`src/rtl/ram_init_pkg.sv`:
```
// Shared encodings and defaults for the 4-word x 4-bit register-file RAM initiator.
package ram_init_pkg;

    localparam int unsigned RAM_DW = 4;
    localparam int unsigned RAM_AW = 2;

    localparam logic [1:0] OP_WRITE = 2'b00;
    localparam logic [1:0] OP_READ  = 2'b01;
    localparam logic [1:0] OP_DUMP  = 2'b10;
    localparam logic [1:0] OP_CLEAR = 2'b11;

    typedef enum logic [2:0] {
        IDLE     = 3'd0,
        WR       = 3'd1,
        CLR      = 3'd2,
        RD_SETUP = 3'd3,
        RESP     = 3'd4
    } state_e;

endpackage

```
`src/rtl/ram_addr_seq.sv`:
```
// Loadable word pointer shared by DUMP and CLEAR; flags the final word of the array.
module ram_addr_seq #(
    parameter int unsigned AW = 2
) (
    input  logic          clk,
    input  logic          rst,
    input  logic          load_i,
    input  logic [AW-1:0] load_val_i,
    input  logic          inc_i,
    output logic [AW-1:0] ptr_o,
    output logic [AW-1:0] next_o,
    output logic          last_o
);

    // DEPTH-1 is all ones for a power-of-two depth; the pointer simply wraps past it.
    localparam logic [AW-1:0] LAST_PTR = '1;

    logic [AW-1:0] ptr_q;
    logic [AW-1:0] ptr_d;

    always_comb begin
        ptr_d = ptr_q;
        if (load_i) begin
            ptr_d = load_val_i;
        end else if (inc_i) begin
            ptr_d = ptr_q + 1'b1;
        end
    end

    always_ff @(posedge clk) begin
        if (rst) begin
            ptr_q <= '0;
        end else begin
            ptr_q <= ptr_d;
        end
    end

    assign ptr_o  = ptr_q;
    assign next_o = ptr_d;
    assign last_o = (ptr_q == LAST_PTR);

endmodule

```
`src/rtl/ram4x4_initiator.sv`:
```
// Host-side command/response initiator driving a gated-clock register-file RAM.
module ram4x4_initiator
    import ram_init_pkg::*;
#(
    parameter int unsigned DW = RAM_DW,
    parameter int unsigned AW = RAM_AW
) (
    input  logic          clk,
    input  logic          rst,
    input  logic          cmd_valid,
    output logic          cmd_ready,
    input  logic [1:0]    cmd_op,
    input  logic [AW-1:0] cmd_addr,
    input  logic [DW-1:0] cmd_wdata,
    output logic          rsp_valid,
    input  logic          rsp_ready,
    output logic [DW-1:0] rsp_data,
    output logic [AW-1:0] rsp_addr,
    output logic          rsp_last,
    output logic [AW-1:0] ram_addr,
    output logic [DW-1:0] ram_d,
    output logic          ram_we,
    input  logic [DW-1:0] ram_q,
    output logic          busy
);

    state_e        state_q, state_d;
    logic [1:0]    op_q, op_d;
    logic [AW-1:0] ram_addr_q, ram_addr_d;
    logic [DW-1:0] ram_d_q, ram_d_d;
    logic          ram_we_q, ram_we_d;
    logic          rsp_valid_q, rsp_valid_d;
    logic [DW-1:0] rsp_data_q, rsp_data_d;
    logic [AW-1:0] rsp_addr_q, rsp_addr_d;
    logic          rsp_last_q, rsp_last_d;

    logic          seq_load;
    logic [AW-1:0] seq_load_val;
    logic          seq_inc;
    logic [AW-1:0] seq_ptr;
    logic [AW-1:0] seq_next;
    logic          seq_last;

    ram_addr_seq #(.AW(AW)) u_seq (
        .clk        (clk),
        .rst        (rst),
        .load_i     (seq_load),
        .load_val_i (seq_load_val),
        .inc_i      (seq_inc),
        .ptr_o      (seq_ptr),
        .next_o     (seq_next),
        .last_o     (seq_last)
    );

    assign cmd_ready = (state_q == IDLE) && !rst;

    // RAM-side registers are loaded with the values for the state being entered,
    // so ram_we/ram_addr/ram_d are valid for the whole cycle spent in WR/CLR/RD_SETUP.
    always_comb begin
        state_d      = state_q;
        op_d         = op_q;
        ram_addr_d   = ram_addr_q;
        ram_d_d      = ram_d_q;
        ram_we_d     = 1'b0;
        rsp_valid_d  = rsp_valid_q;
        rsp_data_d   = rsp_data_q;
        rsp_addr_d   = rsp_addr_q;
        rsp_last_d   = rsp_last_q;
        seq_load     = 1'b0;
        seq_load_val = '0;
        seq_inc      = 1'b0;

        case (state_q)
            IDLE: begin
                if (cmd_valid && cmd_ready) begin
                    op_d = cmd_op;
                    case (cmd_op)
                        OP_WRITE: begin
                            state_d    = WR;
                            ram_we_d   = 1'b1;
                            ram_addr_d = cmd_addr;
                            ram_d_d    = cmd_wdata;
                        end
                        OP_READ: begin
                            state_d      = RD_SETUP;
                            seq_load     = 1'b1;
                            seq_load_val = cmd_addr;
                            ram_addr_d   = cmd_addr;
                        end
                        OP_DUMP: begin
                            state_d      = RD_SETUP;
                            seq_load     = 1'b1;
                            seq_load_val = '0;
                            ram_addr_d   = '0;
                        end
                        default: begin
                            state_d      = CLR;
                            seq_load     = 1'b1;
                            seq_load_val = '0;
                            ram_addr_d   = '0;
                            ram_d_d      = '0;
                            ram_we_d     = 1'b1;
                        end
                    endcase
                end
            end

            WR: begin
                state_d = IDLE;
            end

            CLR: begin
                if (seq_last) begin
                    state_d = IDLE;
                end else begin
                    seq_inc    = 1'b1;
                    ram_addr_d = seq_next;
                    ram_we_d   = 1'b1;
                end
            end

            RD_SETUP: begin
                state_d     = RESP;
                rsp_valid_d = 1'b1;
                rsp_data_d  = ram_q;
                rsp_addr_d  = seq_ptr;
                rsp_last_d  = (op_q == OP_READ) || seq_last;
            end

            RESP: begin
                if (rsp_ready) begin
                    rsp_valid_d = 1'b0;
                    if ((op_q == OP_READ) || seq_last) begin
                        state_d = IDLE;
                    end else begin
                        state_d    = RD_SETUP;
                        seq_inc    = 1'b1;
                        ram_addr_d = seq_next;
                    end
                end
            end

            default: begin
                state_d = IDLE;
            end
        endcase
    end

    always_ff @(posedge clk) begin
        if (rst) begin
            state_q     <= IDLE;
            op_q        <= OP_WRITE;
            ram_addr_q  <= '0;
            ram_d_q     <= '0;
            ram_we_q    <= 1'b0;
            rsp_valid_q <= 1'b0;
            rsp_data_q  <= '0;
            rsp_addr_q  <= '0;
            rsp_last_q  <= 1'b0;
        end else begin
            state_q     <= state_d;
            op_q        <= op_d;
            ram_addr_q  <= ram_addr_d;
            ram_d_q     <= ram_d_d;
            ram_we_q    <= ram_we_d;
            rsp_valid_q <= rsp_valid_d;
            rsp_data_q  <= rsp_data_d;
            rsp_addr_q  <= rsp_addr_d;
            rsp_last_q  <= rsp_last_d;
        end
    end

    assign ram_addr  = ram_addr_q;
    assign ram_d     = ram_d_q;
    assign ram_we    = ram_we_q;
    assign rsp_valid = rsp_valid_q;
    assign rsp_data  = rsp_data_q;
    assign rsp_addr  = rsp_addr_q;
    assign rsp_last  = rsp_last_q;
    assign busy      = (state_q != IDLE);

endmodule

```
`config.mk`:
```
export PLATFORM = sky130hd
export DESIGN_NAME = ram4x4_initiator
export DESIGN_NICKNAME = d
export VERILOG_FILES = /design/src/rtl/ram_init_pkg.sv /design/src/rtl/ram_addr_seq.sv /design/src/rtl/ram4x4_initiator.sv
export SDC_FILE = /design/constraint.sdc
export NUM_CORES = 1
export LEC_CHECK = 0
export ABC_AREA = 1
export CAP_MARGIN = 20
export CORE_ASPECT_RATIO = 0.9
export CORE_UTILIZATION = 30
export CTS_BUF_LIST = sky130_fd_sc_hd__clkbuf_4 sky130_fd_sc_hd__clkbuf_8
export DETAILED_ROUTE_END_ITERATION = 10
export SETUP_SLACK_MARGIN = 0.15
export SYNTH_ARGS = -nofsm -noshare
export SYNTH_HDL_FRONTEND = slang
export SYNTH_HIERARCHICAL = 1
export SYNTH_SLANG_ARGS = --single-unit
```
`constraint.sdc`:
```
create_clock -name clk -period 1.75 [get_ports clk]
set_input_delay 0.175 -clock clk [delete_from_list [all_inputs] [get_ports clk]]
set_output_delay 0.175 -clock clk [all_outputs]
set_load 0.02 [all_outputs]
```
; Word-level counts from Yosys, hierarchy flattened
; Index checks and enable logic that the tools add are counted.
[word_totals]
ff_bits = 22
wordCells = 70
out_inout_bits = 17
[classes]
n_reduce_logical = 16
addsub = 1
n_bitwise = 1
eq_ne = 12
mux = 30
[op_table]
columns = operator, n
row1 = 2-bit 2-to-1 mux, 11
row2 = 3-bit case mux with 4 select lines, 1
row3 = 1-bit 2-to-1 mux, 9
row4 = 3-bit 2-to-1 mux, 3
row5 = 2-bit inequality test (second input constant), 4
row6 = 4-bit case mux with 2 select lines, 1
row7 = 3-bit by 2-bit equality test with 1-bit output (second input constant), 2
row8 = 1-bit case mux with 2 select lines, 3
row9 = 2-bit case mux with 3 select lines, 1
row10 = 3-bit AND reduction, 2
row11 = 3-bit nonzero test, 2
row12 = 5-bit AND reduction, 1
row13 = 2-bit by 1-bit equality test with 1-bit output (second input constant), 2
row14 = 2-bit equality test (second input constant), 2
row15 = 2-bit case mux with 2 select lines, 1
row16 = 2-bit AND reduction, 2
row17 = 2-bit OR reduction, 2
row18 = 3-bit equality test (second input constant), 1
row19 = 3-bit logical NOT, 1
row20 = 2-bit by 1-bit adder with 2-bit output (second input constant), 1
row21 = 1-bit logical AND, 2
row22 = 2-bit logical NOT, 1
row23 = 2-bit by 1-bit inequality test with 1-bit output (second input constant), 1
row24 = 2-bit nonzero test, 1
row25 = other kinds (3), 3

; Longest topological paths before layout
[depth]
word_depth = 10
ltp_mapped = 14
ltp_nobuf = 14

; Hierarchy
; Netlist, hierarchy kept.
[modules_own_cells]
columns = module, n_inst, area_per_inst_um2, seq_area_each_um2, cells_each
row1 = ram4x4_initiator, 1, 960.9, 400.4, 130
row2 = ram_addr_seq, 1, 123.9, 40.0, 20

; Least setup slack after synthesis
; OpenSTA, ideal clock, no wires.
[synth_timing]
path_kind = reg2reg
from = reg state_q[1]
to = reg ram_addr_q[1] (netlist: ram_addr[1])
arrival_time_ps = 1734
period_less_slack_ps = 1848
slack_ps = -98
required_ps = 1636
setup_ps = 114
path_stages_with_launch = 15
n_path_buf = 1
cell_sequence = dfxtp_1 -> nor2_4 -> nand2_4 -> nor2_4 -> nand2_4 -> buf_6 -> nor2_1 -> inv_1 -> or2_0 -> nand2_1 -> inv_1 -> nand2_1 -> o21ai_0 -> o21bai_1 -> nor2_1
[synth_via]
elab_chain_len = 9
elab_cells_between_ends = 22
[synth_lines]
columns = item, line_no
row1 = "start, declared", ram4x4_initiator.sv:27  ; state_e state_q, state_d;
row2 = "start signal, assigned", ram4x4_initiator.sv:161  ; state_q <= state_d;
row3 = 3-bit logical NOT (*), ram4x4_initiator.sv:55  ; assign cmd_ready = (state_q == IDLE) && !rst;
row4 = 1-bit logical AND (*), ram4x4_initiator.sv:55
row5 = named net cmd_ready, ram4x4_initiator.sv:11  ; output logic cmd_ready,
row6 = 1-bit logical AND (*), ram4x4_initiator.sv:75  ; if (cmd_valid && cmd_ready) begin
row7 = 1-bit 2-to-1 mux (*), ram4x4_initiator.sv:75
row8 = 1-bit 2-to-1 mux (*), ram4x4_initiator.sv:73  ; case (state_q)
row9 = named net seq_load, ram4x4_initiator.sv:37  ; logic seq_load;
row10 = 2-bit 2-to-1 mux (*), ram_addr_seq.sv:23  ; if (load_i) begin
row11 = named net seq_next[1], ram4x4_initiator.sv:41  ; logic [AW-1:0] seq_next;
row12 = 2-bit 2-to-1 mux, ram4x4_initiator.sv:133  ; if ((op_q == OP_READ) || seq_last) begin
row13 = 2-bit 2-to-1 mux, ram4x4_initiator.sv:131  ; if (rsp_ready) begin
row14 = 2-bit case mux with 3 select lines (*), ram4x4_initiator.sv:73
row15 = "end signal, assigned", ram4x4_initiator.sv:163  ; ram_addr_q <= ram_addr_d;
row16 = "end, declared", ram4x4_initiator.sv:29  ; logic [AW-1:0] ram_addr_q, ram_addr_d;
; The timed path passes the listed nets; every way through them passes the cells marked *. The select of a mux whose other input is x is not followed.
; A chain may end at the register's enable or synchronous reset.

; Worst setup path in the final report
[layout_timing]
from = reg state_q[0]
to = reg ram_addr_q[0] (netlist: ram_addr[0])
[layout_via]
elab_chain_len = 9
elab_cells_between_ends = 22
[layout_lines]
columns = item, line_no
row1 = 3-bit logical NOT (*), "ram4x4_initiator.sv:55, ram4x4_initiator.sv:73"
row2 = 1-bit logical AND, ram4x4_initiator.sv:55
row3 = 1-bit logical AND, ram4x4_initiator.sv:75
row4 = 1-bit 2-to-1 mux, ram4x4_initiator.sv:75
row5 = 1-bit 2-to-1 mux (*), ram4x4_initiator.sv:73
row6 = named net seq_load, ram4x4_initiator.sv:37
row7 = 2-bit 2-to-1 mux (*), ram_addr_seq.sv:23
row8 = named net seq_next[0], ram4x4_initiator.sv:41
row9 = 2-bit 2-to-1 mux, ram4x4_initiator.sv:133
row10 = 2-bit 2-to-1 mux, ram4x4_initiator.sv:131
row11 = 2-bit case mux with 3 select lines (*), ram4x4_initiator.sv:73
; Marks and branches as above.

==> results <==
- In this run the critical register-to-register path is captured at ram_addr[0].
- The number of nets in the layout is around 220.
- The xor and xnor fraction of the mapped netlist area is 0.
- The post-synthesis average cell area is about 7.2 um^2.
- The synthesis-to-finish area growth is 53.40%.
- The worst hold path depth is 3.
- The class of the tightest hold or removal check is in2reg.
- The family with the most delay on the worst path is simple AND/OR/NAND/NOR gates.
- Measured against its own limit, the worst slew margin works out to 0.7724.
- For this run, the number of standard cells in the final layout without fillers is between 200 and 250.
- Clock-pin slew was measured on the worst setup and hold paths at 0.09 ns.
- The capturing element of the worst setup path is ram_addr[0].
- The global routing usage on met3 is 0.01731.
- The routed length per instance is approximately 11 um.
- The critical path startpoint category is a flip-flop.
- For the finished layout, the period the worst path requires is around 1.6 ns.
- The length of the first detailed-routing pass in iterations is 4.
- Global routing finished with a remaining overflow of 0.
- The clock skew is between 0.002 and 0.0025 ns.
- The post-synthesis adder-cell area fraction is 0.04614.
- The number of global-route vias before repair is 1,098.
- The count of buffers added on input and output ports is 32.
- STA classifies the critical path endpoint as a flip-flop.
- The area enclosed by the die boundary is between 3000 and 4000 um^2.
- The number of buffers added by the clock tree synthesis step is 3.
- The detailed router finished its first iteration with 45 violations.
- The clock root buffer is sky130_fd_sc_hd__clkbuf_8.
- The total of endpoints with negative setup slack in the final report is 0.
- Of the total synthesized cell area, the portion taken by AND, OR, NAND and NOR gates is 0.2953.
- The clock latency reported for the late side of the worst-skew pair is ~0.26 ns.
- The synthesized-area fraction occupied by ao, oa, aoi and oai cells came to 0.1580.
- The most used flip-flop cell after synthesis is sky130_fd_sc_hd__dfxtp_1.
- The net switching power is between 700 and 800 uW.
- The share of the clock period used by the worst path after layout is 0.9200.
- Data on the critical path arrives at its endpoint at approximately 1.8 ns.
- For flop-to-flop paths, the worst setup slack is approximately 0.14 ns.
- In the final timing run, aggregate negative setup slack is 0 ns.
- Summing all flip-flop and latch instances after layout gives about 450 um^2.
- The share of synthesized area in the top cell type comes to 0.4060.
- The count of vias placed by the detailed router is roughly 1,100.
- Internal power comes to between 1000 and 1500 uW.
- The run finished with clean final reports.
- The number of cells traversed by the worst register-to-register path is 13.
- Measured along the x axis, the die boundary spans between 60 and 70 um.
- The cts-stage hold buffer count is 0.
- The launching instance or port of the critical path is state_q[0].
- The final routed wirelength across all metal layers is roughly 2700 um.
- The met1 track utilization from global routing is 0.1836.
- The number of standard cells after synthesis is 150.
- The effective utilization at floorplan is 0.3187.
- After synthesis, the share of flip-flops with an asynchronous set or reset is 0.
- After detailed placement, the design holds a cell count of 234.
- The core region area is between 3000 and 4000 um^2.
- The wire length of the first global-routing pass is around 4600 um.
- The part of the power in registers is 0.320.
- The achievable clock frequency is 621.1 MHz.
- For the worst setup path, the data required time is about 1.9 ns.
- The slowest stage of the critical path is the sky130_fd_sc_hd__dfxtp_4 cell.
- The number of nets in the synthesized netlist is 170.
- For the pin with the worst max-slew slack, the measured transition is 0.3404 ns.
- After synthesis, the share of cell area in mux cells is 0.
- The final-report max-slew violation count is 0.
- Of the cells placed in the final design, the portion with a size suffix greater than 1 is 0.1818.
- The combined buffer and inverter count along the critical path is 2.
- In this run the vertical extent of the chip is around 60 um.
- In this run the number of H-tree levels came out at 1.
- The synthesized design contains 22 register bits.
- The synthesized netlist contains 18 unique library cells.
- The synthesized design spends more area on one cell type than any other, namely sky130_fd_sc_hd__dfxtp_1.
- The final weighted congestion of routability-driven global placement is approximately 0.87.
- In this run the worst path has a maximum fanout of 4.
- In the routed design, unresolved DRC markers number 0.
- The layout filler cell count is around 350.
- The startpoint-to-endpoint class of the critical path is reg2reg.
- For this run, global-route usage on met2 was measured as 0.2828.
- The static power due to leakage is about 0.00073 uW.
- In the global route stage, overall resource usage came out at 0.1535.
- The switching part of the total power is 0.3518.
- The number of sinks handled by clock tree synthesis is 22.
- The detailed placement HPWL is between 2000 and 2500 um.
- The hold violation count in the final report was 0.
- The average vias per placed instance is between 4 and 5.
- The delay of the slowest cell on the worst path is 0.37 ns.
- Counting flops with a built-in enable in the synthesized netlist gives 0.
- The signal on the critical path passes through nor2_4 -> nand2_4 -> nor2_4 -> nand2_4 -> nor2_4 -> inv_2 -> or2_0 -> nand2_1 -> inv_1 -> nand2_1 -> o21ai_1 -> o21bai_1 -> nor2_1.
- The synthesis warning total is 6.
- In this run the core area contains 20 standard-cell rows.
- The final design utilization is 0.4890.
- The most heavily used metal layer in global routing is met2.
- The I/O pin count is 33.
- Across the run, the number of max-cap violations was 0.
- In this run the critical register-to-register path is launched from state_q[0].
- Setup repair after global routing could not meet its margin everywhere.
- In this run the power density over the cells is between 1000 and 1500 nW/um^2.
- The power share of the combinational group is 0.444.
- The initial antenna violation count was 0.
- In this run the number of cells on the critical path is 13.
- In the final layout, the multi-input gates occupy about 580 um^2.
- The completed layout was analyzed and its total power is between 2000 and 2500 uW.
- The number of buffers on the longest clock path is 2.
- The maximum number of pins on one net before global-route repair is 16.
- The clock network fraction of design power is 0.236.
- TritonCTS built the clock tree.
- In this design, the critical path's most frequently occurring cell is sky130_fd_sc_hd__nor2_4.
- The largest family of logic cells by synthesized area is simple AND/OR/NAND/NOR gates.
- The synthesized netlist occupies a cell area of roughly 1100 um^2.
- The post-detailed-route count of antenna-violating nets is 0.
- The tightest hold path in the finished design has a slack of approximately 0.47 ns.
- The repair_antennas step left the layout with diodes totalling 0.
- The share of the Yosys chip area taken by registers is 0.4060.
- Yosys attributes the largest share of cell area to sky130_fd_sc_hd__dfxtp_1 41%, sky130_fd_sc_hd__inv_1 8.0%, sky130_fd_sc_hd__nand3_1 7.8%.
- The maximum vdd drop is 0.5107 mV.
-- power groups by stage --
| stage | clock, uW | sequential, uW | combinational [uW] |
|---|---|---|---|
| after floorplan | 0 | 708 | 453 |
| after global placement | 0 | 659 | 824 |
| after detailed placement | 0 | 666 | 839 |
| after CTS | 495 | 651 | 893 |
| after global routing | 520 | 665 | 1020 |
| final | 482 | 652 | 905 |
-- synthesized netlist by cell type, types with 2 or more instances --
cell / count
sky130_fd_sc_hd__nor2_1: 22
sky130_fd_sc_hd__a21oi_1: 9
sky130_fd_sc_hd__or2_0: 2
sky130_fd_sc_hd__nand3_1: 17
sky130_fd_sc_hd__o21ai_0: 17
sky130_fd_sc_hd__ha_1: 4
sky130_fd_sc_hd__inv_1: 23
sky130_fd_sc_hd__dfxtp_1: 22
sky130_fd_sc_hd__o21ai_1: 2
sky130_fd_sc_hd__nand2_4: 2
sky130_fd_sc_hd__nand2_1: 20
sky130_fd_sc_hd__nor2_4: 3
sky130_fd_sc_hd__o21bai_1: 2
-- layer usage --
metal / routed length, um / part of all wire / vias up
met5: 0 / 0 / -
met4: 13 / 0.0048 / 0
met3: 87 / 0.032 / 2
met2: 1359 / 0.50 / 28
met1: 1253 / 0.46 / 515
li1: - / - / 578
-- per-stage QoR --
step,worst slack [ns],cell area [um^2]
after floorplan,-0.06436,1087
after global placement,-0.09050,1521
after detailed placement,-0.1243,1521
after CTS,0.1150,1629
after global routing,0.005948,1664
final,0.1400,1664
-- worst min-delay path by stage --
stage                             from              to  slack (ns)
after floorplan                    rst  u_seq/ptr_o[0]        0.25
after global placement        ram_d[0]        ram_d[0]        0.45
after detailed placement     rsp_valid       rsp_valid        0.47
after CTS                 cmd_wdata[0]        ram_d[0]        0.48
after global routing      cmd_wdata[2]        ram_d[2]        0.48
final                     cmd_wdata[2]        ram_d[2]        0.47
-- cells in the final DEF (no fill, tap or decap) --
cell type and n:
sky130_fd_sc_hd__clkdlybuf4s50_1 30, sky130_fd_sc_hd__inv_1 22, sky130_fd_sc_hd__nor2_1 21, sky130_fd_sc_hd__nand2_1 20, sky130_fd_sc_hd__dfxtp_1 20, sky130_fd_sc_hd__nand3_1 15, sky130_fd_sc_hd__o21ai_0 15, sky130_fd_sc_hd__buf_4 13
sky130_fd_sc_hd__a21oi_1 5, sky130_fd_sc_hd__nor2_4 4, sky130_fd_sc_hd__a21oi_2 4, sky130_fd_sc_hd__o21ai_1 4, sky130_fd_sc_hd__ha_1 3, sky130_fd_sc_hd__clkbuf_8 3, sky130_fd_sc_hd__nand2_4 2, sky130_fd_sc_hd__o21bai_1 2
sky130_fd_sc_hd__nand3_2 2, sky130_fd_sc_hd__dfxtp_4 2, sky130_fd_sc_hd__or2_0 2, sky130_fd_sc_hd__and3b_1 1, sky130_fd_sc_hd__o211ai_1 1, sky130_fd_sc_hd__o21ai_2 1, sky130_fd_sc_hd__bufinv_16 1, sky130_fd_sc_hd__dlygate4sd2_1 1
sky130_fd_sc_hd__clkbuf_2 1, sky130_fd_sc_hd__buf_8 1, sky130_fd_sc_hd__inv_2 1, sky130_fd_sc_hd__ha_2 1
-- area by class of cell --
| class | instances | share of cell area |
|---|---|---|
| clock buffers | 3 | 0.02481 |
| clock inverters | 1 | 0.01805 |
| inverters | 23 | 0.05188 |
| multi-input cells | 103 | 0.3466 |
| flip-flops and latches | 22 | 0.2692 |
| well taps | 44 | 0.03308 |
| repair buffers | 46 | 0.2564 |
-- tightest hold or removal path: cells and delay by family --
| kind | cells | cell delay, ns |
|---|---|---|
| buffers and inverters | 1 | 0.41 |
| and+or+nand+nor | 1 | 0.07 |
| AOI/OAI and AO/OA | 1 | 0.05 |
-- flip-flops by register name (all words and copies together), names as in the netlist --
name / cells
ram_d: 4
rsp_data: 4
state_q: 3
op_q: 2
ram_addr: 2
rsp_addr: 2
u_seq/ptr_o: 2
ram_we: 1
rsp_last: 1
rsp_valid: 1
-- logic make-up after synthesis --
logic type | after synthesis
DFF | 22
AOI/OAI and AO/OA | 32
and+or+nand+nor | 67
adders and majority gates | 4
buffers and inverters | 25
-- timing repair --
action,4_1_cts,5_1_grt
pin swaps,4,8
buffers inserted,4,0
gates cloned,0,0
gates resized for setup,6,14
setup endpoints to repair,4,3
(Power assumes the default switching activity.)
